## config.mk

```make
export PLATFORM = sky130hd
export DESIGN_NAME = uart_tx_arbiter_flat
export DESIGN_NICKNAME = d
export VERILOG_FILES = /design/src/rtl/uart_tx_arbiter_if.sv /design/src/rtl/uart_tx_arbiter.sv /design/src/flat_wrapper.sv
export SDC_FILE = /design/constraint.sdc
export NUM_CORES = 1
export LEC_CHECK = 0
export CORE_ASPECT_RATIO = 0.8
export CORE_MARGIN = 1
export CORE_UTILIZATION = 42
export CTS_CLUSTER_SIZE = 16
export DETAILED_ROUTE_END_ITERATION = 12
export GPL_ROUTABILITY_DRIVEN = 0
export PLACE_DENSITY = 0.75
export SLEW_MARGIN = 20
export SYNTH_ARGS = -nofsm -noshare
export SYNTH_HDL_FRONTEND = slang
export SYNTH_SLANG_ARGS = --single-unit
```

## constraint.sdc

```tcl
create_clock -name clk -period 1.5 [get_ports clk]
set_input_delay 0.225 -clock clk [delete_from_list [all_inputs] [get_ports clk]]
set_output_delay 0.225 -clock clk [all_outputs]
set_load 0.01 [all_outputs]
```

## src/rtl/uart_tx_arbiter_if.sv

```systemverilog
// ---------------------------------------------------------------------------
// uart_tx_arbiter_if
//   Bundles the requester-side byte streams, the UART-side byte stream and
//   the arbiter status outputs of uart_tx_arbiter.
//
//   Requester side (NUM_REQ lanes, lane i at bits [8i+7:8i] of req_data):
//     req_data, req_valid, req_last  -> arbiter
//     req_ready                      <- arbiter
//   UART side:
//     tx_data, tx_valid              <- arbiter
//     tx_ready                       -> arbiter
//   Status:
//     grant_id, busy, abort          <- arbiter
//
//   slave  : view used by the arbiter itself
//   master : view used by whatever drives requesters / sinks the UART stream
// ---------------------------------------------------------------------------
interface uart_tx_arbiter_if #(
  parameter int NUM_REQ = 2
);
  localparam int GW = (NUM_REQ > 1) ? $clog2(NUM_REQ) : 1;

  logic [8*NUM_REQ-1:0] req_data;
  logic [NUM_REQ-1:0]   req_valid;
  logic [NUM_REQ-1:0]   req_last;
  logic [NUM_REQ-1:0]   req_ready;

  logic [7:0]           tx_data;
  logic                 tx_valid;
  logic                 tx_ready;

  logic [GW-1:0]        grant_id;
  logic                 busy;
  logic                 abort;

  modport slave (
    input  req_data, req_valid, req_last, tx_ready,
    output req_ready, tx_data, tx_valid, grant_id, busy, abort
  );

  modport master (
    output req_data, req_valid, req_last, tx_ready,
    input  req_ready, tx_data, tx_valid, grant_id, busy, abort
  );
endinterface

```

## src/rtl/uart_tx_arbiter.sv

```systemverilog
// ---------------------------------------------------------------------------
// uart_tx_arbiter
//   Shares one UART transmitter between NUM_REQ byte-stream requesters.
//   Arbitration is round-robin per packet: the winner keeps the grant until
//   it sends a byte flagged last, or until it has stalled long enough that
//   the lock is forcibly released (abort pulse).
//
//   Ports:
//     clk    - system clock
//     rst_n  - asynchronous reset, active low
//     bus    - uart_tx_arbiter_if.slave
//              req_data/req_valid/req_last/req_ready : requester streams
//              tx_data/tx_valid/tx_ready             : registered UART stream
//              grant_id : current / last granted requester
//              busy     : a packet lock is held
//              abort    : one-cycle pulse on a timeout release
// ---------------------------------------------------------------------------
module uart_tx_arbiter #(
  parameter int NUM_REQ        = 2,
  parameter int TIMEOUT_CYCLES = 1024
) (
  input  logic                clk,
  input  logic                rst_n,
  uart_tx_arbiter_if.slave    bus
);

  localparam int GW = (NUM_REQ > 1) ? $clog2(NUM_REQ) : 1;
  // Counter only ever needs to reach TIMEOUT_CYCLES-1.
  localparam int CW = (TIMEOUT_CYCLES > 1) ? $clog2(TIMEOUT_CYCLES) : 1;

  typedef enum logic {
    IDLE   = 1'b0,
    LOCKED = 1'b1
  } state_e;

  state_e           state_q, state_d;
  logic [GW-1:0]    grant_q, grant_d;
  logic [GW-1:0]    rr_q,    rr_d;
  logic [CW-1:0]    cnt_q,   cnt_d;
  logic [7:0]       tx_data_q,  tx_data_d;
  logic             tx_valid_q, tx_valid_d;
  logic             abort_q,    abort_d;

  logic [NUM_REQ-1:0] req_ready;
  logic [GW-1:0]      win;
  logic               win_found;
  logic               out_free;
  logic               accept;
  logic [7:0]         grant_byte;

  // Round-robin winner: first valid requester after the last one served.
  always_comb begin
    win       = rr_q;
    win_found = 1'b0;
    for (int k = 1; k <= NUM_REQ; k++) begin
      if (!win_found && bus.req_valid[(int'(rr_q) + k) % NUM_REQ]) begin
        win_found = 1'b1;
        win       = GW'((int'(rr_q) + k) % NUM_REQ);
      end
    end
  end

  assign grant_byte = bus.req_data[8*int'(grant_q) +: 8];
  // Output register can take a new byte if empty or draining this cycle.
  assign out_free   = !tx_valid_q || bus.tx_ready;

  always_comb begin
    state_d    = state_q;
    grant_d    = grant_q;
    rr_d       = rr_q;
    cnt_d      = cnt_q;
    tx_data_d  = tx_data_q;
    tx_valid_d = tx_valid_q;
    abort_d    = 1'b0;
    req_ready  = '0;
    accept     = 1'b0;

    case (state_q)
      IDLE: begin
        if (win_found) begin
          grant_d = win;
          state_d = LOCKED;
          cnt_d   = '0;
        end
      end
      LOCKED: begin
        req_ready[grant_q] = out_free;
        accept = bus.req_valid[grant_q] && out_free;
        if (accept) begin
          // An accept always beats the timeout threshold.
          cnt_d = '0;
          if (bus.req_last[grant_q]) begin
            state_d = IDLE;
            rr_d    = grant_q;
          end
        end else if (TIMEOUT_CYCLES > 0) begin
          if (cnt_q == CW'(TIMEOUT_CYCLES - 1)) begin
            abort_d = 1'b1;
            state_d = IDLE;
            rr_d    = grant_q;
          end else if (!bus.req_valid[grant_q]) begin
            // Back-pressured but valid cycles are not a stall.
            cnt_d = cnt_q + CW'(1);
          end
        end
      end
      default: state_d = IDLE;
    endcase

    // Output register: load on accept, otherwise drain when taken.
    if (accept) begin
      tx_data_d  = grant_byte;
      tx_valid_d = 1'b1;
    end else if (bus.tx_ready) begin
      tx_valid_d = 1'b0;
    end
  end

  always_ff @(posedge clk or negedge rst_n) begin
    if (!rst_n) begin
      state_q    <= IDLE;
      grant_q    <= '0;
      rr_q       <= GW'(NUM_REQ - 1);
      cnt_q      <= '0;
      tx_data_q  <= '0;
      tx_valid_q <= 1'b0;
      abort_q    <= 1'b0;
    end else begin
      state_q    <= state_d;
      grant_q    <= grant_d;
      rr_q       <= rr_d;
      cnt_q      <= cnt_d;
      tx_data_q  <= tx_data_d;
      tx_valid_q <= tx_valid_d;
      abort_q    <= abort_d;
    end
  end

  assign bus.req_ready = req_ready;
  assign bus.tx_data   = tx_data_q;
  assign bus.tx_valid  = tx_valid_q;
  assign bus.grant_id  = grant_q;
  assign bus.busy      = (state_q == LOCKED);
  assign bus.abort     = abort_q;

endmodule

```

## src/flat_wrapper.sv

```systemverilog
// flat-port wrapper written by rule: the top's interface ports become plain ports
module uart_tx_arbiter_flat 
#(
  parameter int NUM_REQ        = 2,
  parameter int TIMEOUT_CYCLES = 1024
)
  (clk, rst_n, bus_req_data, bus_req_valid, bus_req_last, bus_tx_ready, bus_req_ready, bus_tx_data, bus_tx_valid, bus_grant_id, bus_busy, bus_abort);
  uart_tx_arbiter_if #(.NUM_REQ(NUM_REQ)) bus_i ();
  input  logic clk;
  input  logic rst_n;
  input wire logic [$bits(bus_i.req_data)-1:0] bus_req_data;
  input wire logic [$bits(bus_i.req_valid)-1:0] bus_req_valid;
  input wire logic [$bits(bus_i.req_last)-1:0] bus_req_last;
  input wire logic [$bits(bus_i.tx_ready)-1:0] bus_tx_ready;
  output wire logic [$bits(bus_i.req_ready)-1:0] bus_req_ready;
  output wire logic [$bits(bus_i.tx_data)-1:0] bus_tx_data;
  output wire logic [$bits(bus_i.tx_valid)-1:0] bus_tx_valid;
  output wire logic [$bits(bus_i.grant_id)-1:0] bus_grant_id;
  output wire logic [$bits(bus_i.busy)-1:0] bus_busy;
  output wire logic [$bits(bus_i.abort)-1:0] bus_abort;
  assign bus_i.req_data = bus_req_data;
  assign bus_i.req_valid = bus_req_valid;
  assign bus_i.req_last = bus_req_last;
  assign bus_i.tx_ready = bus_tx_ready;
  assign bus_req_ready = bus_i.req_ready;
  assign bus_tx_data = bus_i.tx_data;
  assign bus_tx_valid = bus_i.tx_valid;
  assign bus_grant_id = bus_i.grant_id;
  assign bus_busy = bus_i.busy;
  assign bus_abort = bus_i.abort;
  uart_tx_arbiter #(.NUM_REQ(NUM_REQ), .TIMEOUT_CYCLES(TIMEOUT_CYCLES)) u_core (.clk(clk), .rst_n(rst_n), .bus(bus_i));
endmodule
```

==> impl_metrics.py <==
metrics = {
    "run_status": {
        "status": "finished, violations left",
        "violations": "setup timing",
    },
    "flow_run": {
        "maxCapViolCount": 0,
    },
    "critical_path": {
        "path_class": "flip-flop to flip-flop",
        "critPathLaunchType": "flip-flop",
        "cpPeakStageDelay_ps": 410,
        "r2r_cells": 5,
        "crit_end": "u_core.cnt_q[7]",
        "r2r_slack_ps": -150,
        "end_kind": "flip-flop",
        "crit_required_ps": 1640,
        "timing.rr.start": "u_core.bus.grant_id",
        "timing.rr.end": "u_core.cnt_q[7]",
        "crit_chain": "buf_6 -> mux2_4 -> a31oi_4 -> a21boi_4 -> a31oi_1",
        "slowest_stage": "dfrtp_2",
        "crit_start": "u_core.bus.grant_id",
        "crit_path_max_fanout": 6,
        "worstPathArrival_ps": 1790,
    },
    "synthesis": {
        "yosys.area.top_type_share_pct": 44.0,
        "synthArstFlopShare_pct": 100,
        "synth_top_flop_cell": "dfrtp_1",
        "syn-cell-area_um2": 1250,
        "yosys_warnings": 0,
        "synth-edff-count": 0,
        "synthCells": 127,
        "ys_top_cells_by_count": "dfrtp_1, nand2_1, o21ai_0",
        "synth_cell_type_count": 38,
        "ys_ff_latch": 23,
        "ys_seq_area_share_pct": 46.1,
        "synth_area_leaders": "dfrtp_1, mux2i_1, o21ai_0, nand2_1, a31oi_1",
        "syn_avg_cell_area_um2": 9.84,
        "synth_top_area_cell": "dfrtp_1",
        "synth_nets": 151,
        "yosysMostFrequentCell": "dfrtp_1",
    },
    "sta": {
        "slew_headroom_pct": 74.0,
        "fmaxAchievable_ghz": 0.606,
        "fin_hold_ws_ps": 296,
        "min_period_ps": 1650,
        "final_max_slew_viol_count": 0,
        "fin_crit_sh_pct": 110,
        "worstMarginPinSlew_ps": 390,
        "hold_viol_final": 0,
        "rsz0062_at_grt": "yes",
        "fin_skew_ps": 6.60,
        "setup_slack_ps": -150,
        "final-setup-viol-count": 10,
    },
    "cts": {
        "cts_tree": "built",
        "htree_levels": 1,
        "cts_sinks": 23,
        "cts_made_buffers": 3,
        "root_buffer": "clkbuf_8",
        "cts_buffer_depth": 2,
        "cts.clk_slew.worst_paths_ps": 90,
        "clk_latency_ps": 270,
    },
    "drt": {
        "postRouteAntennaNets": 0,
        "wl_per_cell_um": 16.0,
        "first_pass_iters": 4,
        "drc_errors": 0,
        "via_per_inst": 5.48,
        "drt-total-wl_um": 3710,
        "vias": 1267,
        "initialDrtViolationCount": 39,
    },
    "power": {
        "p_leak_uw": 0.000900,
        "peakVddDrop_mv": 1.04,
        "power.density_nw_per_um2": 1650,
    },
    "grt": {
        "grt_pass1_vias": 1298,
        "grt_pass1_wl_um": 5930,
        "antenna_found_initial": 0,
        "grt_use_total_pct": 24.7,
        "gr-total-overflow": 0,
        "grt_max_degree": 24,
    },
    "place": {
        "place_ws_ps": -288,
        "port_buffers": 36,
        "hpwl_um": 2550,
    },
    "cells_and_area": {
        "multi_input_area_um2": 744,
        "nFillCells": 197,
        "drive_above_1_share_pct": 31.6,
        "nets": 218,
        "n_antenna_cell": 0,
        "register_area_um2": 578,
        "area_delta_synth_final_pct": 60.7,
    },
    "floorplanning": {
        "die_h_um": 50.8,
        "ios": 37,
        "die_w_um": 63.0,
        "rows": 17,
        "initial_core_util_pct": 44.9,
        "core_um2": 2790,
        "die-area_um2": 3200,
    },
    "hold_path": {
        "hold_class": "input pin to async pin",
    },
}
[timing repair]
action / 4_1_cts / 5_1_grt
gates resized for setup: 24 / 14
buffers inserted: 7 / 0
endpoints found under the setup margin: 16 / 22
hold buffers: 0 / 0
gates cloned: 0 / 0
pin swaps: 6 / 5
[cells by family after synthesis]
group / count (synthesis) / share of synthesized area (%)
mux: 11 / 9.21
flops: 23 / 46.1
fa+ha+maj: 1 / 1.00
buf+inv: 8 / 3.20
compound gates: 40 / 21.9
simple gates: 44 / 18.5
[worst max-delay path, delay by kind of cell (launching register included)]
kind	cells	cell delay, ps
mux	1	350
compound gates	3	630
buf+inv	1	130
flops	1	410
[cells in the final DEF (no fill, tap or decap), types with 3 or more instances in the layout]
| cell | netlist | final |
|---|---|---|
| buf_2 | 2 | 3 |
| inv_1 | 4 | 3 |
| o21ai_0 | 14 | 11 |
| a31oi_1 | 6 | 6 |
| mux2i_1 | 10 | 9 |
| a21oi_1 | 4 | 4 |
| o21ai_1 | 1 | 4 |
| nand2_1 | 15 | 14 |
| clkdlybuf4s50_1 | 0 | 32 |
| nor2_1 | 6 | 5 |
| dfrtp_1 | 22 | 21 |
| nand3_1 | 5 | 4 |
| buf_4 | 0 | 28 |
| clkbuf_8 | 0 | 3 |
| nor3_2 | 0 | 3 |
[final cells by class]
type / instances / area share (%)
tap: 38 / 2.37
multi-input combinational: 96 / 37.1
clock buffer: 3 / 2.06
clock inverter: 1 / 0.249
sequential: 23 / 28.8
inverter: 4 / 0.748
timing repair buffer: 66 / 28.7
[routing by layer]
metal,GRT usage (%),vias to the layer above,routed length (µm)
met4,8.53,0,34
met1,30.1,619,1660
met3,6.14,4,164
li1,-,605,-
met5,0,-,0
met2,42.7,39,1850
[where the power goes]
group          internal [µW]  switching [µW]
sequential               827             123
combinational           1010             943
clock                    186             215
total                   2030            1280
[sequential cells by signal, indices dropped and copies added (netlist names)]
signal	count
u_core.rr_q	1
u_core.bus.grant_id	1
u_core.bus.abort	1
u_core.bus.tx_data	8
u_core.cnt_q	10
u_core.bus.busy	1
u_core.bus.tx_valid	1
[per-stage QoR]
step	setup TNS, ps	power (µW)	std cells	util (%)	area [µm²]
floorplan	-244	1800	127	-	1270
global placement	-3820	2580	220	65.6	1830
detailed placement	-4340	2640	220	65.6	1830
CTS	-724	3200	231	70.4	1960
global route	-1960	3490	231	72.1	2010
finish	-1090	3310	231	72.1	2010
[how the worst min path moves through the flow]
stage	start	slack, ps	to
global route	rst_n	330	u_core.cnt_q[7]
detailed placement	u_core.bus.tx_data[2]	470	u_core.bus.tx_data[2]
finish	rst_n	300	u_core.cnt_q[9]
global placement	u_core.bus.tx_data[0]	460	u_core.bus.tx_data[0]
floorplan	rst_n	-70	u_core.bus.abort
CTS	rst_n	310	u_core.cnt_q[3]
Power figures use the tool's default switching activity.
